[config.mk]
export PLATFORM = sky130hd
export DESIGN_NAME = bus_interface_unit
export DESIGN_NICKNAME = d
export VERILOG_FILES = /design/src/rtl/bus_interface_unit.sv
export SDC_FILE = /design/constraint.sdc
export NUM_CORES = 1
export LEC_CHECK = 0
export ABC_CLOCK_PERIOD_IN_PS = 1450
export BUFFER_PORTS_ARGS = -buffer_cell sky130_fd_sc_hd__buf_4
export CORE_AREA = 10 10 84 86
export CTS_CLUSTER_DIAMETER = 30
export DETAILED_ROUTE_END_ITERATION = 8
export DIE_AREA = 0 0 94 96
export PLACE_DENSITY_LB_ADDON = 0.05
export SLEW_MARGIN = 40
export SYNTH_ARGS = -nofsm -noshare
export SYNTH_HDL_FRONTEND = slang
export SYNTH_SLANG_ARGS = --single-unit
[constraint.sdc]
create_clock -name clk_i -period 1.45 [get_ports clk_i]
set_input_delay 0.2175 -clock clk_i [delete_from_list [all_inputs] [get_ports clk_i]]
set_output_delay 0.2175 -clock clk_i [all_outputs]
set_load 0.03 [all_outputs]
[src/rtl/bus_interface_unit.sv]
// Bus interface unit: turns core RD/WR level requests into timed SRAM/ROM accesses
// with programmable wait states and external ready. Optional timeout: `BUS_TIMEOUT_EN.
module bus_interface_unit #(
  parameter int WAIT_STATES = 1,
  parameter int TIMEOUT     = 255
) (
  input  logic        clk_i,
  input  logic        reset_i,
  input  logic [15:0] abus_i,
  input  logic [15:0] dbus_out_i,
  output logic [15:0] dbus_in_o,
  input  logic        rd_i,
  input  logic        wr_i,
  output logic        ready_o,
  output logic        bus_err_o,
  output logic [15:0] mem_addr_o,
  output logic [15:0] mem_dout_o,
  input  logic [15:0] mem_din_i,
  output logic        mem_ce_o,
  output logic        mem_oe_o,
  output logic        mem_we_o,
  input  logic        mem_rdy_i
);

  if (WAIT_STATES < 0 || WAIT_STATES > 15 || TIMEOUT < 1 || TIMEOUT > 65535) begin : gen_param_check
    $error("bus_interface_unit: WAIT_STATES or TIMEOUT out of range");
  end

  typedef enum logic [1:0] {IDLE, SETUP, ACCESS, DONE} state_e;

  state_e      state_q, state_d;
  logic [3:0]  wait_q, wait_d;
  logic        armed_q, armed_d;
  logic        write_q, write_d;
  logic [15:0] addr_q, addr_d;
  logic [15:0] dout_q, dout_d;
  logic [15:0] din_q, din_d;
`ifdef BUS_TIMEOUT_EN
  logic [15:0] tmo_q, tmo_d;
  logic        err_q, err_d;
`endif

  always_ff @(posedge clk_i) begin
    if (reset_i) begin
      state_q <= IDLE;
      wait_q  <= '0;
      armed_q <= 1'b1;
      write_q <= 1'b0;
      addr_q  <= '0;
      dout_q  <= '0;
      din_q   <= '0;
`ifdef BUS_TIMEOUT_EN
      tmo_q   <= '0;
      err_q   <= 1'b0;
`endif
    end else begin
      state_q <= state_d;
      wait_q  <= wait_d;
      armed_q <= armed_d;
      write_q <= write_d;
      addr_q  <= addr_d;
      dout_q  <= dout_d;
      din_q   <= din_d;
`ifdef BUS_TIMEOUT_EN
      tmo_q   <= tmo_d;
      err_q   <= err_d;
`endif
    end
  end

  always_comb begin
    state_d = state_q;
    wait_d  = wait_q;
    armed_d = armed_q;
    write_d = write_q;
    addr_d  = addr_q;
    dout_d  = dout_q;
    din_d   = din_q;
`ifdef BUS_TIMEOUT_EN
    tmo_d   = tmo_q;
    err_d   = err_q;
`endif
    case (state_q)
      IDLE: begin
        if (armed_q && (rd_i || wr_i)) begin
          write_d = wr_i;
          addr_d  = abus_i;
          dout_d  = dbus_out_i;
          state_d = SETUP;
        end
      end
      SETUP: begin
        wait_d  = 4'(WAIT_STATES);
`ifdef BUS_TIMEOUT_EN
        tmo_d   = '0;
        err_d   = 1'b0;
`endif
        state_d = ACCESS;
      end
      ACCESS: begin
        if (wait_q != 4'd0) begin
          wait_d = wait_q - 4'd1;
        end else if (mem_rdy_i) begin
          if (!write_q) din_d = mem_din_i;
          state_d = DONE;
        end
`ifdef BUS_TIMEOUT_EN
        // Count the cycles spent waiting on MEM_RDY; the TIMEOUT-th one gives up.
        else if (tmo_q == 16'(TIMEOUT - 1)) begin
          if (!write_q) din_d = 16'hFFFF;
          err_d   = 1'b1;
          state_d = DONE;
        end else begin
          tmo_d = tmo_q + 16'd1;
        end
`endif
      end
      DONE: begin
        armed_d = 1'b0;
        state_d = IDLE;
      end
      default: state_d = IDLE;
    endcase
    // A dropped request re-arms, even in the DONE cycle itself.
    if (!rd_i && !wr_i) armed_d = 1'b1;
  end

  assign dbus_in_o  = din_q;
  assign mem_addr_o = addr_q;
  assign mem_dout_o = dout_q;
  assign mem_ce_o   = (state_q == SETUP) || (state_q == ACCESS);
  assign mem_oe_o   = (state_q == ACCESS) && !write_q;
  assign mem_we_o   = (state_q == ACCESS) && write_q;
  assign ready_o    = (state_q == DONE);
`ifdef BUS_TIMEOUT_EN
  assign bus_err_o  = (state_q == DONE) && err_q;
`else
  assign bus_err_o  = 1'b0;
`endif

endmodule

Word level (Yosys, flattened, before mapping)
Cells that the tools add are included.
- input bits: 53
- register bits: 56
- word-level logic and storage cells: 40
- reduce and logical (&&, ||, !) cells: 17
- bitwise logic cells: 2
- equality and inequality tests: 7
- mux-type cells: 6
- add/subtract/negate cells: 1
- operators with widths (operator ; count):
    $ne A2 B2 Y1 const B ; 4
    $pmux W2 S4 ; 1
    $pmux W4 S2 ; 1
    $mux W2 ; 3
    $eq A2 B2 Y1 const B ; 2
    $logic_and A1 B1 Y1 ; 4
    $mux W4 ; 1
    $reduce_and A2 Y1 ; 2
    $reduce_and A4 Y1 ; 1
    $reduce_bool A4 Y1 ; 1
    $sub A4 B1 Y4 const B ; 1
    $logic_not A1 Y1 ; 3
    $reduce_and A3 Y1 ; 1
    $eq A2 B1 Y1 const B ; 1
    $logic_not A2 Y1 ; 1
    $logic_or A1 B1 Y1 ; 2
    $not A1 Y1 ; 2
    $reduce_bool A2 Y1 ; 1
    $reduce_or A2 Y1 ; 1

Longest topological paths before layout
- depth in word-level cells: 4
- depth in mapped cells: 7
- gate-level depth less buffers: 6

Worst setup path before layout
OpenSTA, ideal clock, no wires.
- path type: reg-to-reg
- start: register state_q[0]
- end: register din_q[10], in the netlist dbus_in_o[10]
- stages on the path, launching flop included: 8
- arrival: 1.538 ns
- library setup time: 0.132 ns
- setup slack: -0.220 ns
- path buffers: 1
- cells stage by stage: dfxtp_1 -> inv_1 -> ha_1 -> nand2b_1 -> clkinv_1 -> clkbuf_1 -> nand3_1 -> a21oi_1
- cells in the longest elaborated chain, start to end: 2
- ends and longest elaborated chain (item ; RTL line ; text):
    start, declared ; 31 ; state_e state_q, state_d;
    start signal, assigned ; 57 ; state_q <= state_d;
    $eq A2 B2 Y1 ; 83 ; case (state_q)
    $reduce_and A4 Y1 (no line) ; - ;
    end signal, assigned ; 63 ; din_q <= din_d;
    end, declared ; 37 ; logic [15:0] din_q, din_d;
No other way between the ends.
A chain may end at the register's enable or synchronous reset.

Worst setup path in the final report
- start: register state_q[0]
- end: register wait_q[3]
- cells in the longest elaborated chain, start to end: 3
- elaborated cells between the ends (all ways): 6
- ends and longest elaborated chain (item ; RTL line ; text):
    $eq A2 B2 Y1 or $eq A2 B1 Y1 (tied branches) ; 83 ;
    $ne A2 B2 Y1 (no line) or $reduce_bool A2 Y1 (tied branches) ; - ;
    $reduce_and A2 Y1 (no line) ; - ;
    end signal, assigned ; 58 ; wait_q <= wait_d;
    end, declared ; 32 ; logic [3:0] wait_q, wait_d;
Parallel ways exist; a longest one is shown, timed or not.

==> flow_summary.yaml <==
floorplanning:
  start_util: 0.403
  core_mm2: 0.00541
  die_x_um: 94
  pin_count: 106
  die_h_um: 96
  die_area_mm2: 0.00902
  rows: 27
sta:
  fin_skew_ns: 0.00642
  finalCriticalPeriod_ns: 1.49
  slew_violations: 0
  setup_ws_ns: -0.0439
  holdWs_ns: 0.135
  min_period_over_period: 1.03
  grt_setup_unrepaired: "yes"
  hold_violations: 0
  clock.fmax_ghz: 0.669
  setup_violations: 3
yosys:
  synth-edff-count: 0
  syn_inst: 265
  ys_seq_area_frac: 0.515
  yosysTopAreaCell: "dfxtp_1"
  ys_top_cells_by_area: "dfxtp_1, a21oi_1, nand2_1, o21ai_0, nand3_1"
  syn-num-nets: 324
  async_flop_share: 0
  synth_flop_cell: "dfxtp_1"
  synth.avg_cell_area_um2: 8.22
  yosysTopAreaCellShare: 0.515
  yosysWarnings: 0
  synth.distinct_cells: 32
  synth-seq-cells: 56
  syn_area_mm2: 0.00218
run:
  drv_cap: 0
finish:
  layout-drive-gt1-share: 0.398
  layout_commonest_cell: "buf_4"
  layoutNonFillerInstCount: 449
  nets: 435
  area_growth_pct: 53.9
  n_antenna_cell: 0
  final_cell_mix: "buf_4, nand2_1, a21oi_1, dfxtp_1, o21ai_0"
placed_design:
  dp_cells: 436
  gp_congestion: 0.737
  io_buffer_count: 104
  dpl.hpwl_um: 4660
  dpl_worst_slack_ns: -0.0410
clock_network:
  htree_num_levels: 2
  cts_tree: "done"
  numCtsBuffers: 5
  ctsHoldBuffers: 0
  root_buffer: "clkbuf_8"
  clk_pin_slew_ns: 0.10
  clk_latency_ns: 0.31
  clockBufferDepth: 2
  clock_sinks: 56
detailed_routing:
  wl_per_cell_um: 14.5
  ant_nets: 0
  num_vias: 2132
  drt_iter0_drc: 63
  drt_pass1_iterations: 4
  via_per_inst: 4.75
  routed_wl_um: 6510
  drc_errors: 0
global_routing:
  top_usage_layer: "met2"
  grt_pass1_wl_um: 9860
  met2_usage: 0.205
  grt_use_total: 0.136
  grtUsageMet1: 0.157
  grt_pass1_vias: 1955
  antenna_found_initial: 0
  grt_overflow_total: 0
  use_met3: 0.0840
  grt_max_degree: 46
status:
  violations: "setup timing"
  status: "complete, but fails checks"
worst_setup_path:
  critPathLaunch: "state_q[0]$_SDFFE_PP0P_"
  endpoint_kind: "register"
  path_class: "reg2reg"
  rr_startpoint: "state_q[0]$_SDFFE_PP0P_"
  cp-start-kind: "register"
  critPathRequiredTime_ns: 1.69
  crit_arrival_ns: 1.74
  worstPathMaxFanout: 3
pwr:
  p_leak_nw: 1.46
  ir_drop_mv: 1.08
  p_per_area_mw_per_mm2: 1840
  finalPower_mw: 6.16
min_path:
  min_from: "rd_i"
  hold_class: "in2reg"
[metrics by stage]
| step | instance area, um^2 | setup TNS, ns | util |
|---|---|---|---|
| after global routing | 3350 | -0.374 | 0.620 |
| after CTS | 3290 | -0.107 | 0.608 |
| after detailed placement | 3110 | -0.0884 | 0.576 |
| after global placement | 3110 | -0.0103 | 0.576 |
| after floorplan | 2200 | 0 | - |
| final | 3350 | -0.101 | 0.620 |
[cell usage after synthesis (all sizes together), types with 3 or more instances]
cell	instances
nand3	17
a21oi	52
o21ai	18
nand2b	4
a211oi	3
nand2	66
clkbuf	13
dfxtp	56
buf	6
ha	6
inv	5
[state kept, by name (all words and copies together) (netlist names)]
name / cells
armed_q: 1
mem_addr_o: 16
wait_q: 4
write_q: 1
state_q: 2
mem_dout_o: 16
dbus_in_o: 16
[logic make-up after synthesis]
kind of cell,share of synthesized area
flops,0.515
simple gates,0.202
buf+inv,0.0471
mux,0.00460
fa+ha+maj,0.0345
other cells,0.00172
compound gates,0.196
[layout make-up]
| cell class | instances | area, um^2 |
|---|---|---|
| fill | 504 | 2050 |
| sequential | 56 | 1130 |
| multi-input combinational | 184 | 1010 |
| timing repair buffer | 123 | 992 |
| tap | 72 | 90.1 |
| clock buffer | 6 | 82.6 |
| inverter | 6 | 30.0 |
| clock inverter | 2 | 13.8 |
[report_power, final]
group | internal [mW] | switching [mW] | total [mW]
clock | 0.392 | 0.507 | 0.898
sequential | 1.86 | 0.169 | 2.03
combinational | 1.39 | 1.84 | 3.23
[metal layers]
layer  routed length, um  part of all wire
met1                2650              0.41
met2                3010              0.46
met3                 786              0.12
met4                  67             0.010
met5                   0                 0
[worst paths after layout]
check,end,slack [ns],cells past startpoint
worst max-delay path,wait_q[3]$_SDFFE_PP0P_,-0.04,5
worst min-delay path,armed_q$_SDFFE_PP1P_,0.13,2
worst max register to register,wait_q[3]$_SDFFE_PP0P_,-0.04,5
worst min register to register,mem_dout_o[4]$_SDFFE_PP0P_,0.46,2
[critical path, cell delays in order (launching register included)]
cell and delay (ns):
dfxtp_2 0.35, inv_4 0.06, ha_4 0.13, or4b_4 0.46
or3_1 0.31, a21oi_1 0.12
[timing repair]
item / CTS / global route
pin swaps: 1 / 3
setup endpoints to repair: 6 / 18
buffers inserted: 3 / 1
resized for setup: 18 / 8
hold endpoints to repair: 0 / 0
cloned: 0 / 1
Note: power is estimated with default switching activity, not from simulation.
